--- src/rtl/program_loader_if.sv ---
// Memory port B write bus between the boot loader and instruction memory.
interface program_loader_if #(
  parameter int ADDR_W = 10
);
  logic              mem_we;
  logic [ADDR_W-1:0] mem_addr;
  logic [15:0]       mem_data;

  modport master (output mem_we, output mem_addr, output mem_data);
  modport slave  (input  mem_we, input  mem_addr, input  mem_data);
endinterface

--- src/rtl/program_loader.sv ---
// Serial boot loader: 8N1 UART receiver, byte-to-word assembler and load FSM.
// Image format: 16-bit big-endian word count, then that many big-endian words.
// The CPU is held in reset until the whole image has been written.
module program_loader #(
  parameter int CLKS_PER_BIT = 434,
  parameter int ADDR_W       = 10
) (
  input  logic              clock,
  input  logic              reset,
  input  logic              rx,
  program_loader_if.master  mem,
  output logic              cpu_reset,
  output logic              done,
  output logic              err,
  output logic              overflow
);

  localparam int          CNT_W = (CLKS_PER_BIT > 1) ? $clog2(CLKS_PER_BIT) : 1;
  localparam logic [CNT_W-1:0] FULL_LAST = CNT_W'(CLKS_PER_BIT - 1);
  localparam logic [CNT_W-1:0] HALF_LAST = CNT_W'(CLKS_PER_BIT / 2 - 1);
  localparam logic [16:0] DEPTH = 17'(1) << ADDR_W;

  typedef enum logic [1:0] {RX_IDLE, RX_START, RX_DATA, RX_STOP} rx_state_t;
  typedef enum logic [2:0] {LEN_HI, LEN_LO, DATA_HI, DATA_LO, DONE, ERROR} ld_state_t;

  // Receiver state
  logic             r_rx_meta;
  logic             r_rx_sync;
  rx_state_t        r_rx_state;
  logic [CNT_W-1:0] r_clk_cnt;
  logic [2:0]       r_bit_idx;
  logic [7:0]       r_shift;
  logic             r_byte_valid;
  logic             r_frame_err;

  // Loader state
  ld_state_t         r_ld_state;
  logic [15:0]       r_len;
  logic [7:0]        r_hi;
  logic [16:0]       r_word_cnt;
  logic              r_mem_we;
  logic [ADDR_W-1:0] r_mem_addr;
  logic [15:0]       r_mem_data;
  logic              r_cpu_reset;
  logic              r_done;
  logic              r_err;
  logic              r_overflow;

  logic [15:0] w_len_full;
  logic [16:0] w_word_next;

  assign w_len_full  = {r_len[15:8], r_shift};
  assign w_word_next = r_word_cnt + 17'd1;

  // Two-flop synchroniser; the raw line is never used anywhere else.
  always_ff @(posedge clock) begin
    if (reset) begin
      r_rx_meta <= 1'b1;
      r_rx_sync <= 1'b1;
    end else begin
      r_rx_meta <= rx;
      r_rx_sync <= r_rx_meta;
    end
  end

  // 8N1 receiver: mid-bit sampling, glitch-rejecting start check, stop-bit framing check.
  always_ff @(posedge clock) begin
    if (reset) begin
      r_rx_state   <= RX_IDLE;
      r_clk_cnt    <= '0;
      r_bit_idx    <= '0;
      r_shift      <= '0;
      r_byte_valid <= 1'b0;
      r_frame_err  <= 1'b0;
    end else begin
      r_byte_valid <= 1'b0;
      r_frame_err  <= 1'b0;
      case (r_rx_state)
        RX_IDLE: begin
          r_clk_cnt <= '0;
          if (!r_rx_sync) r_rx_state <= RX_START;
        end
        RX_START: begin
          if (r_clk_cnt == HALF_LAST) begin
            r_clk_cnt  <= '0;
            r_bit_idx  <= '0;
            r_rx_state <= r_rx_sync ? RX_IDLE : RX_DATA;
          end else begin
            r_clk_cnt <= r_clk_cnt + 1'b1;
          end
        end
        RX_DATA: begin
          if (r_clk_cnt == FULL_LAST) begin
            r_clk_cnt <= '0;
            r_shift   <= {r_rx_sync, r_shift[7:1]};
            if (r_bit_idx == 3'd7) r_rx_state <= RX_STOP;
            else                   r_bit_idx  <= r_bit_idx + 1'b1;
          end else begin
            r_clk_cnt <= r_clk_cnt + 1'b1;
          end
        end
        RX_STOP: begin
          if (r_clk_cnt == FULL_LAST) begin
            r_clk_cnt  <= '0;
            r_rx_state <= RX_IDLE;
            if (r_rx_sync) r_byte_valid <= 1'b1;
            else           r_frame_err  <= 1'b1;
          end else begin
            r_clk_cnt <= r_clk_cnt + 1'b1;
          end
        end
        default: r_rx_state <= RX_IDLE;
      endcase
    end
  end

  // Load FSM: header, word assembly, gated memory writes and CPU reset release.
  always_ff @(posedge clock) begin
    if (reset) begin
      r_ld_state  <= LEN_HI;
      r_len       <= '0;
      r_hi        <= '0;
      r_word_cnt  <= '0;
      r_mem_we    <= 1'b0;
      r_mem_addr  <= '0;
      r_mem_data  <= '0;
      r_cpu_reset <= 1'b1;
      r_done      <= 1'b0;
      r_err       <= 1'b0;
      r_overflow  <= 1'b0;
    end else begin
      r_mem_we <= 1'b0;
      if (r_ld_state == DONE) begin
        r_done      <= 1'b1;
        r_cpu_reset <= 1'b0;
      end
      if (r_frame_err && (r_ld_state == LEN_HI || r_ld_state == LEN_LO ||
                          r_ld_state == DATA_HI || r_ld_state == DATA_LO)) begin
        r_ld_state <= ERROR;
        r_err      <= 1'b1;
      end else if (r_byte_valid) begin
        case (r_ld_state)
          LEN_HI: begin
            r_len[15:8] <= r_shift;
            r_ld_state  <= LEN_LO;
          end
          LEN_LO: begin
            r_len <= w_len_full;
            if (w_len_full == 16'd0) begin
              r_ld_state <= DONE;
            end else begin
              if ({1'b0, w_len_full} > DEPTH) r_overflow <= 1'b1;
              r_ld_state <= DATA_HI;
            end
          end
          DATA_HI: begin
            r_hi       <= r_shift;
            r_ld_state <= DATA_LO;
          end
          DATA_LO: begin
            // Words past the memory depth are consumed but never written.
            if (r_word_cnt < DEPTH) begin
              r_mem_we   <= 1'b1;
              r_mem_addr <= r_word_cnt[ADDR_W-1:0];
              r_mem_data <= {r_hi, r_shift};
            end
            r_word_cnt <= w_word_next;
            r_ld_state <= (w_word_next == {1'b0, r_len}) ? DONE : DATA_HI;
          end
          default: ;
        endcase
      end
    end
  end

  assign mem.mem_we   = r_mem_we;
  assign mem.mem_addr = r_mem_addr;
  assign mem.mem_data = r_mem_data;
  assign cpu_reset    = r_cpu_reset;
  assign done         = r_done;
  assign err          = r_err;
  assign overflow     = r_overflow;

endmodule
--- src/flat_wrapper.sv ---
// flat-port wrapper written by rule: the top's interface ports become plain ports
module program_loader_flat 
#(
  parameter int CLKS_PER_BIT = 434,
  parameter int ADDR_W       = 10
)
  (clock, reset, rx, cpu_reset, done, err, overflow, mem_mem_we, mem_mem_addr, mem_mem_data);
  program_loader_if #(.ADDR_W(ADDR_W)) mem_i ();
  input  logic clock;
  input  logic reset;
  input  logic rx;
  output logic cpu_reset;
  output logic done;
  output logic err;
  output logic overflow;
  output wire logic [$bits(mem_i.mem_we)-1:0] mem_mem_we;
  output wire logic [$bits(mem_i.mem_addr)-1:0] mem_mem_addr;
  output wire logic [$bits(mem_i.mem_data)-1:0] mem_mem_data;
  assign mem_mem_we = mem_i.mem_we;
  assign mem_mem_addr = mem_i.mem_addr;
  assign mem_mem_data = mem_i.mem_data;
  program_loader #(.CLKS_PER_BIT(CLKS_PER_BIT), .ADDR_W(ADDR_W)) u_core (.clock(clock), .reset(reset), .rx(rx), .mem(mem_i), .cpu_reset(cpu_reset), .done(done), .err(err), .overflow(overflow));
endmodule
--- config.mk ---
export PLATFORM = sky130hd
export DESIGN_NAME = program_loader_flat
export DESIGN_NICKNAME = d
export VERILOG_FILES = /design/src/rtl/program_loader_if.sv /design/src/rtl/program_loader.sv /design/src/flat_wrapper.sv
export SDC_FILE = /design/constraint.sdc
export NUM_CORES = 1
export LEC_CHECK = 0
export ABC_AREA = 1
export BUFFER_PORTS_ARGS = -buffer_cell sky130_fd_sc_hd__buf_2
export CORE_ASPECT_RATIO = 0.5
export CORE_MARGIN = 8
export CORE_UTILIZATION = 60
export DETAILED_ROUTE_END_ITERATION = 8
export GPL_ROUTABILITY_DRIVEN = 0
export MAX_ROUTING_LAYER = met4
export PLACE_DENSITY = 0.79
export SETUP_SLACK_MARGIN = 0.15
export SYNTH_ARGS = -nofsm -noshare
export SYNTH_HDL_FRONTEND = slang
export SYNTH_SLANG_ARGS = --single-unit
--- constraint.sdc ---
create_clock -name clock -period 3 [get_ports clock]
set_clock_uncertainty 0.15 [all_clocks]
set_input_delay 0.3 -clock clock [delete_from_list [all_inputs] [get_ports clock]]
set_output_delay 0.3 -clock clock [all_outputs]
set_load 0.03 [all_outputs]
==> results.cfg, run 1 <==
[placed_design]
dp_cells = 756
place_hpwl_um = 7420
portBuffers = 33

[die]
core_um2 = 7430
ioPinCount = 34
start_util = 0.628
die_area_um2 = 11000
dieWidth_um = 141
dieHeight_um = 78.4
core.rowCount = 22

[global_routing]
antenna_found_initial = 0
gr-total-overflow = 0
grt_pass1_wl_um = 17600
grt_pass1_vias = 3809
gr-usage-all-layers = 0.200
grt_max_degree = 54

[synthesis]
synth_seq_area_share = 0.433
postSynthAreaPerCell_um2 = 7.19
synthCells = 649
synth_area_um2 = 4670
syn_nets = 659
ys_types = 32
synth_edf_count = 0
synth-async-reset-ratio = 0
ys_warn_count = 0
ys_ff_latch = 101
synth_flop_cell = dfxtp_1

[pwr]
peakVddDrop_v = 0.000326
leakagePower_uw = 0.00217
power.density_nw_per_um2 = 497

[routing]
final_antenna_net_count = 0
drtIter0Drc = 310
drtPass1Iterations = 4
drc_errors = 0
vias_per_cell = 5.44
num_vias = 4203
routedWlPerCell_um = 13.8
routed_wl_um = 10700

[timing]
tightest_slew_ps = 746
finalSetupViolCount = 0
hold_ws_ps = 202
fin_crit_sh = 0.750
period_needed_ps = 2250
finalHoldViolations = 0
rsz0062_at_grt = false
slew_headroom = 0.502
setup_tns_ps = 0
max_freq_mhz = 445
final_max_slew_viol_count = 0

[clock_tree]
clkSinkCount = 101
path_clk_slew_ps = 70
cts_buffer_depth = 2
cts_buffers = 9
cts_tree = yes
h-tree-depth = 3
cts_resized = 0
clock_latency_ps = 350
clock-root-buffer = clkbuf_16

[setup_path]
critPathArrivalTime_ps = 2380
cp_top_family = simple AND/OR/NAND/NOR gates
crit_chain = ha_1 > inv_1 > nor2_4 > nand2_4 > nor2_4 > nand3_1 > nand2_1 > nand2_1 > nor2_1 > nand2_1 > nor2_2 > nand3_1 > nand2_1 > nand2_1 > a21oi_2
path_class = flip-flop to flip-flop
slowest_stage = dfxtp_1
start_kind = flip-flop
crit_top_cell = nand2_1
cp.buffers_inverters = 1
required_ps = 3130
worstPathMaxFanout = 8
cp_slowest_stage_delay_ps = 460
end_kind = flip-flop

[job]
maxCapViolCount = 0

[final_layout]
drive_gt1_frac = 0.109
final_cells = 772
area_growth_pct = 11.3
nNetsFinal = 682
num_antenna_cells = 0

[hold_path]
worstHoldPathType = primary input to flip-flop

[outcome]
status = finished clean
worst reg2reg max path, delay by kind of cell, from the launching register on:
kind,cells,cell delay (ps)
AND/OR/NAND/NOR,12,1130
flip-flops,1,460
adder cells (fa/ha/maj),1,240
AO/OA/AOI/OAI,1,110
buffers and inverters,1,90
path summary, 6_finish.rpt:
kind                   startpoint                    to  slack, ps  depth (start not counted)
max          u_core.r_word_cnt[0]  u_core.r_ld_state[2]        750                         15
min                         reset            u_core.err        200                          2
max reg2reg  u_core.r_word_cnt[0]  u_core.r_ld_state[2]        750                         15
min reg2reg      u_core.r_rx_meta      u_core.r_rx_sync        270                          1
layer usage:
layer	part of all wire	track usage	vias to the layer above	wire [µm]
met4	0.019	0.0596	0	200
met5	0	-	-	0
met2	0.45	0.320	112	4780
met1	0.47	0.245	1905	5060
li1	-	-	2164	-
met3	0.058	0.0543	22	615
synthesized netlist by cell type, drive strengths merged, types with 5 or more instances:
| master | instances | area [µm²] |
|---|---|---|
| inv | 107 | 402 |
| dfxtp | 101 | 2020 |
| nand2 | 98 | 393 |
| o21ai | 79 | 395 |
| a21oi | 72 | 364 |
| nor2 | 64 | 302 |
| nand3 | 42 | 210 |
| clkbuf | 20 | 75.1 |
| nand4 | 12 | 75.1 |
| nor3 | 10 | 50.1 |
| xor2 | 8 | 70.1 |
| ha | 7 | 87.6 |
| buf | 5 | 23.8 |
| o211ai | 5 | 37.5 |
layout make-up:
type,instances,area (µm²)
flip-flops and latches,101,2020
multi-input cells,416,2150
repair buffers,37,210
well taps,96,120
fillers,621,2240
clock inverters,6,70.1
clock buffers,9,225
inverters,107,402
registers in the layout, summed over array words and instances (netlist names), 3 cells and up, named ones only:
name and count:
u_core.mem.mem_addr 10, u_core.r_word_cnt 17, u_core.mem.mem_data 16, u_core.r_hi 8, u_core.r_shift 8, u_core.r_clk_cnt 9, u_core.r_len 16, u_core.r_ld_state 3
u_core.r_bit_idx 3
through the flow:
step	setup WS, ps	util	total power [µW]	instance area [µm²]
after CTS	765	0.699	2600	5200
after global placement	929	0.658	1450	4890
after floorplan	1090	-	1440	4670
final	751	0.699	2580	5200
after global routing	540	0.699	2660	5200
after detailed placement	838	0.658	1450	4890
cells in the final DEF (no fill, tap or decap), types with 8 or more instances in the layout:
cell type / instances
nor3_1: 10
nand2_1: 92
nand4_1: 12
o21ai_0: 75
a21oi_1: 71
nand3_1: 42
buf_2: 33
clkbuf_16: 9
nor2_1: 55
xor2_1: 8
inv_1: 103
dfxtp_1: 101
repair_timing:
item	4_1_cts	5_1_grt
setup endpoints to repair	0	0
hold endpoints to repair	1	0
buffers inserted	0	0
hold buffers	1	0
cell families after synthesis:
family	share of synthesized area
DFF	0.433
and+or+nand+nor	0.234
buffers and inverters	0.107
adders and majority gates	0.0188
xor gates and xnor gates	0.0284
AOI/OAI and AO/OA	0.178
where the power goes:
part | internal, µW | total (µW) | switching, µW
registers | 1350 | 1350 | 4.99
clock network | 649 | 1160 | 513
logic | 22.5 | 71.0 | 48.5
Power figures use the tool's default switching activity.
==> run 2: changes to the inputs <==
--- a/config.mk
+++ b/config.mk
@@ -9,11 +9,11 @@
 export BUFFER_PORTS_ARGS = -buffer_cell sky130_fd_sc_hd__buf_2
 export CORE_ASPECT_RATIO = 0.5
 export CORE_MARGIN = 8
-export CORE_UTILIZATION = 60
+export CORE_UTILIZATION = 54
 export DETAILED_ROUTE_END_ITERATION = 8
 export GPL_ROUTABILITY_DRIVEN = 0
 export MAX_ROUTING_LAYER = met4
-export PLACE_DENSITY = 0.79
+export PLACE_DENSITY = 0.76
 export SETUP_SLACK_MARGIN = 0.15
 export SYNTH_ARGS = -nofsm -noshare
 export SYNTH_HDL_FRONTEND = slang
==> constraint.sdc (replaced) <==
create_clock -name clock -period 1.9 [get_ports clock]
set_clock_uncertainty 0.15 [all_clocks]
set_input_delay 0.19 -clock clock [delete_from_list [all_inputs] [get_ports clock]]
set_output_delay 0.19 -clock clock [all_outputs]
set_load 0.03 [all_outputs]
==> results.cfg, run 2 (synthesis gave the netlist of run 1 again) <==
[clock_tree]
clock-root-buffer = clkbuf_16
clkSinkCount = 101
h-tree-depth = 3
cts_tree = yes
clock_latency_ps = 350
cts_buffer_depth = 2
cts_buffers = 9
path_clk_slew_ps = 70

[die]
dieHeight_um = 81.8
dieWidth_um = 148
ioPinCount = 34
core_um2 = 8560
start_util = 0.546
die_area_um2 = 12100
core.rowCount = 24

[hold_path]
min_to = u_core.cpu_reset
hold_depth = 3
min-delay-start = reset
worstHoldPathType = primary input to flip-flop

[global_routing]
grt_max_degree = 71
gr-usage-all-layers = 0.197
grt_pass1_vias = 3924
gr-total-overflow = 0
antenna_found_initial = 0
grt_pass1_wl_um = 18600

[timing]
tightest_slew_ps = 403
finalHoldViolations = 0
rsz0062_at_grt = true
max_freq_mhz = 502
period_needed_ps = 1990
fin_crit_sh = 1.05
slew_headroom = 0.729
final_max_slew_viol_count = 0
setup_ws_ps = -93.4
finalSetupViolCount = 3

[final_layout]
fin_util = 0.686
final_cell_mix = inv_1, dfxtp_1, nand2_1
multi_input_area_um2 = 2340
area_growth_pct = 25.8
largest_register_ffs = 17
final_common_cell = inv_1
drive_gt1_frac = 0.241
num_antenna_cells = 0
top_register = u_core.r_word_cnt
nNetsFinal = 726
seqCellArea_um2 = 2040
final_cells = 838
post-route-cell-area_um2 = 5870
fillers = 707

[routing]
routed_wl_um = 12000
drtIter0Drc = 420
vias_per_cell = 5.24
final_antenna_net_count = 0
drtPass1Iterations = 5
num_vias = 4391
drc_errors = 0
routedWlPerCell_um = 14.3

[setup_path]
r2r_start = u_core.r_word_cnt[0]
rr_endpoint = u_core.r_ld_state[2]
worstPathMaxFanout = 4
required_ps = 2030
start_kind = flip-flop
critPathArrivalTime_ps = 2130
end_kind = flip-flop
path_class = flip-flop to flip-flop
timing.reg2reg.setup_slack_ps = -90
worstRegToRegCells = 16

[outcome]
violations = negative setup slack
status = finished, violations left

[placed_design]
dp_cells = 805
place_hpwl_um = 7660
portBuffers = 33
placed_area_um2 = 5180

[pwr]
leakagePower_uw = 0.00245
power.density_nw_per_um2 = 737
peakVddDrop_v = 0.000499

[job]
maxCapViolCount = 0
-- run 2: metrics by stage --
step / setup TNS (ps) / power, µW / worst slack [ps] / hold slack [ps]
finish: -203 / 4330 / -93.4 / 42.5
global route: -581 / 4440 / -226 / 68.9
CTS: -97.2 / 4330 / -48.5 / 17.1
detailed placement: -177 / 2310 / -83.5 / 228
global placement: -0.514 / 2310 / -0.514 / 226
floorplan: 0 / 2260 / 152 / 144
-- run 2: metal layers --
| layer | share of wire | vias to the layer above | track usage | routed length [µm] |
|---|---|---|---|---|
| met5 | 0 | - | - | 0 |
| met4 | 0.012 | 0 | 0.0515 | 148 |
| met3 | 0.055 | 14 | 0.0445 | 664 |
| met2 | 0.47 | 104 | 0.320 | 5700 |
| met1 | 0.46 | 2034 | 0.247 | 5500 |
| li1 | - | 2239 | - | - |
-- run 2: area by class of cell --
class | count | share of cell area
Sequential cell | 101 | 0.348
Timing Repair Buffer | 80 | 0.100
Clock buffer | 10 | 0.0407
Multi-Input combinational cell | 416 | 0.399
Inverter | 107 | 0.0701
Tap cell | 117 | 0.0249
Clock inverter | 6 | 0.0156
Timing Repair inverter | 1 | 0.00128
-- run 2: what timing repair did --
item,CTS,global route
resized for setup,22,51
setup endpoints to repair,49,71
hold endpoints to repair,1,0
gates cloned,0,2
pin swaps,10,18
setup buffers,11,3
hold buffers,1,0
-- run 2: critical path: stages (launching register included) --
cell,delay [ps]
dfxtp_4,390
ha_4,150
inv_4,40
nor2_4,160
buf_6,140
nand2_2,50
nand3b_1,80
nand2_1,50
inv_1,50
nand2_1,40
nor2_1,70
nand3_1,100
nor2_2,160
nand3_1,80
nand2_1,70
nand2_1,50
a21oi_2,100
-- run 2: how the worst max path moves through the flow --
| stage | startpoint | end | cells past startpoint | slack, ps |
|---|---|---|---|---|
| floorplan | u_core.r_word_cnt[0] | u_core.r_ld_state[2] | 14 | 150 |
| detailed placement | u_core.r_word_cnt[2] | u_core.r_ld_state[2] | 14 | -80 |
| finish | u_core.r_word_cnt[0] | u_core.r_ld_state[2] | 16 | -90 |
| global route | u_core.r_word_cnt[0] | u_core.r_ld_state[2] | 16 | -230 |
| global placement | u_core.r_word_cnt[0] | u_core.r_ld_state[2] | 15 | -0.5 |
| CTS | u_core.r_word_cnt[0] | u_core.r_ld_state[2] | 14 | -50 |
-- run 2: power breakdown --
group	switching (µW)	internal [µW]	total, µW
sequential	10.7	2120	2130
combinational	103	63.0	166
clock	828	1200	2030
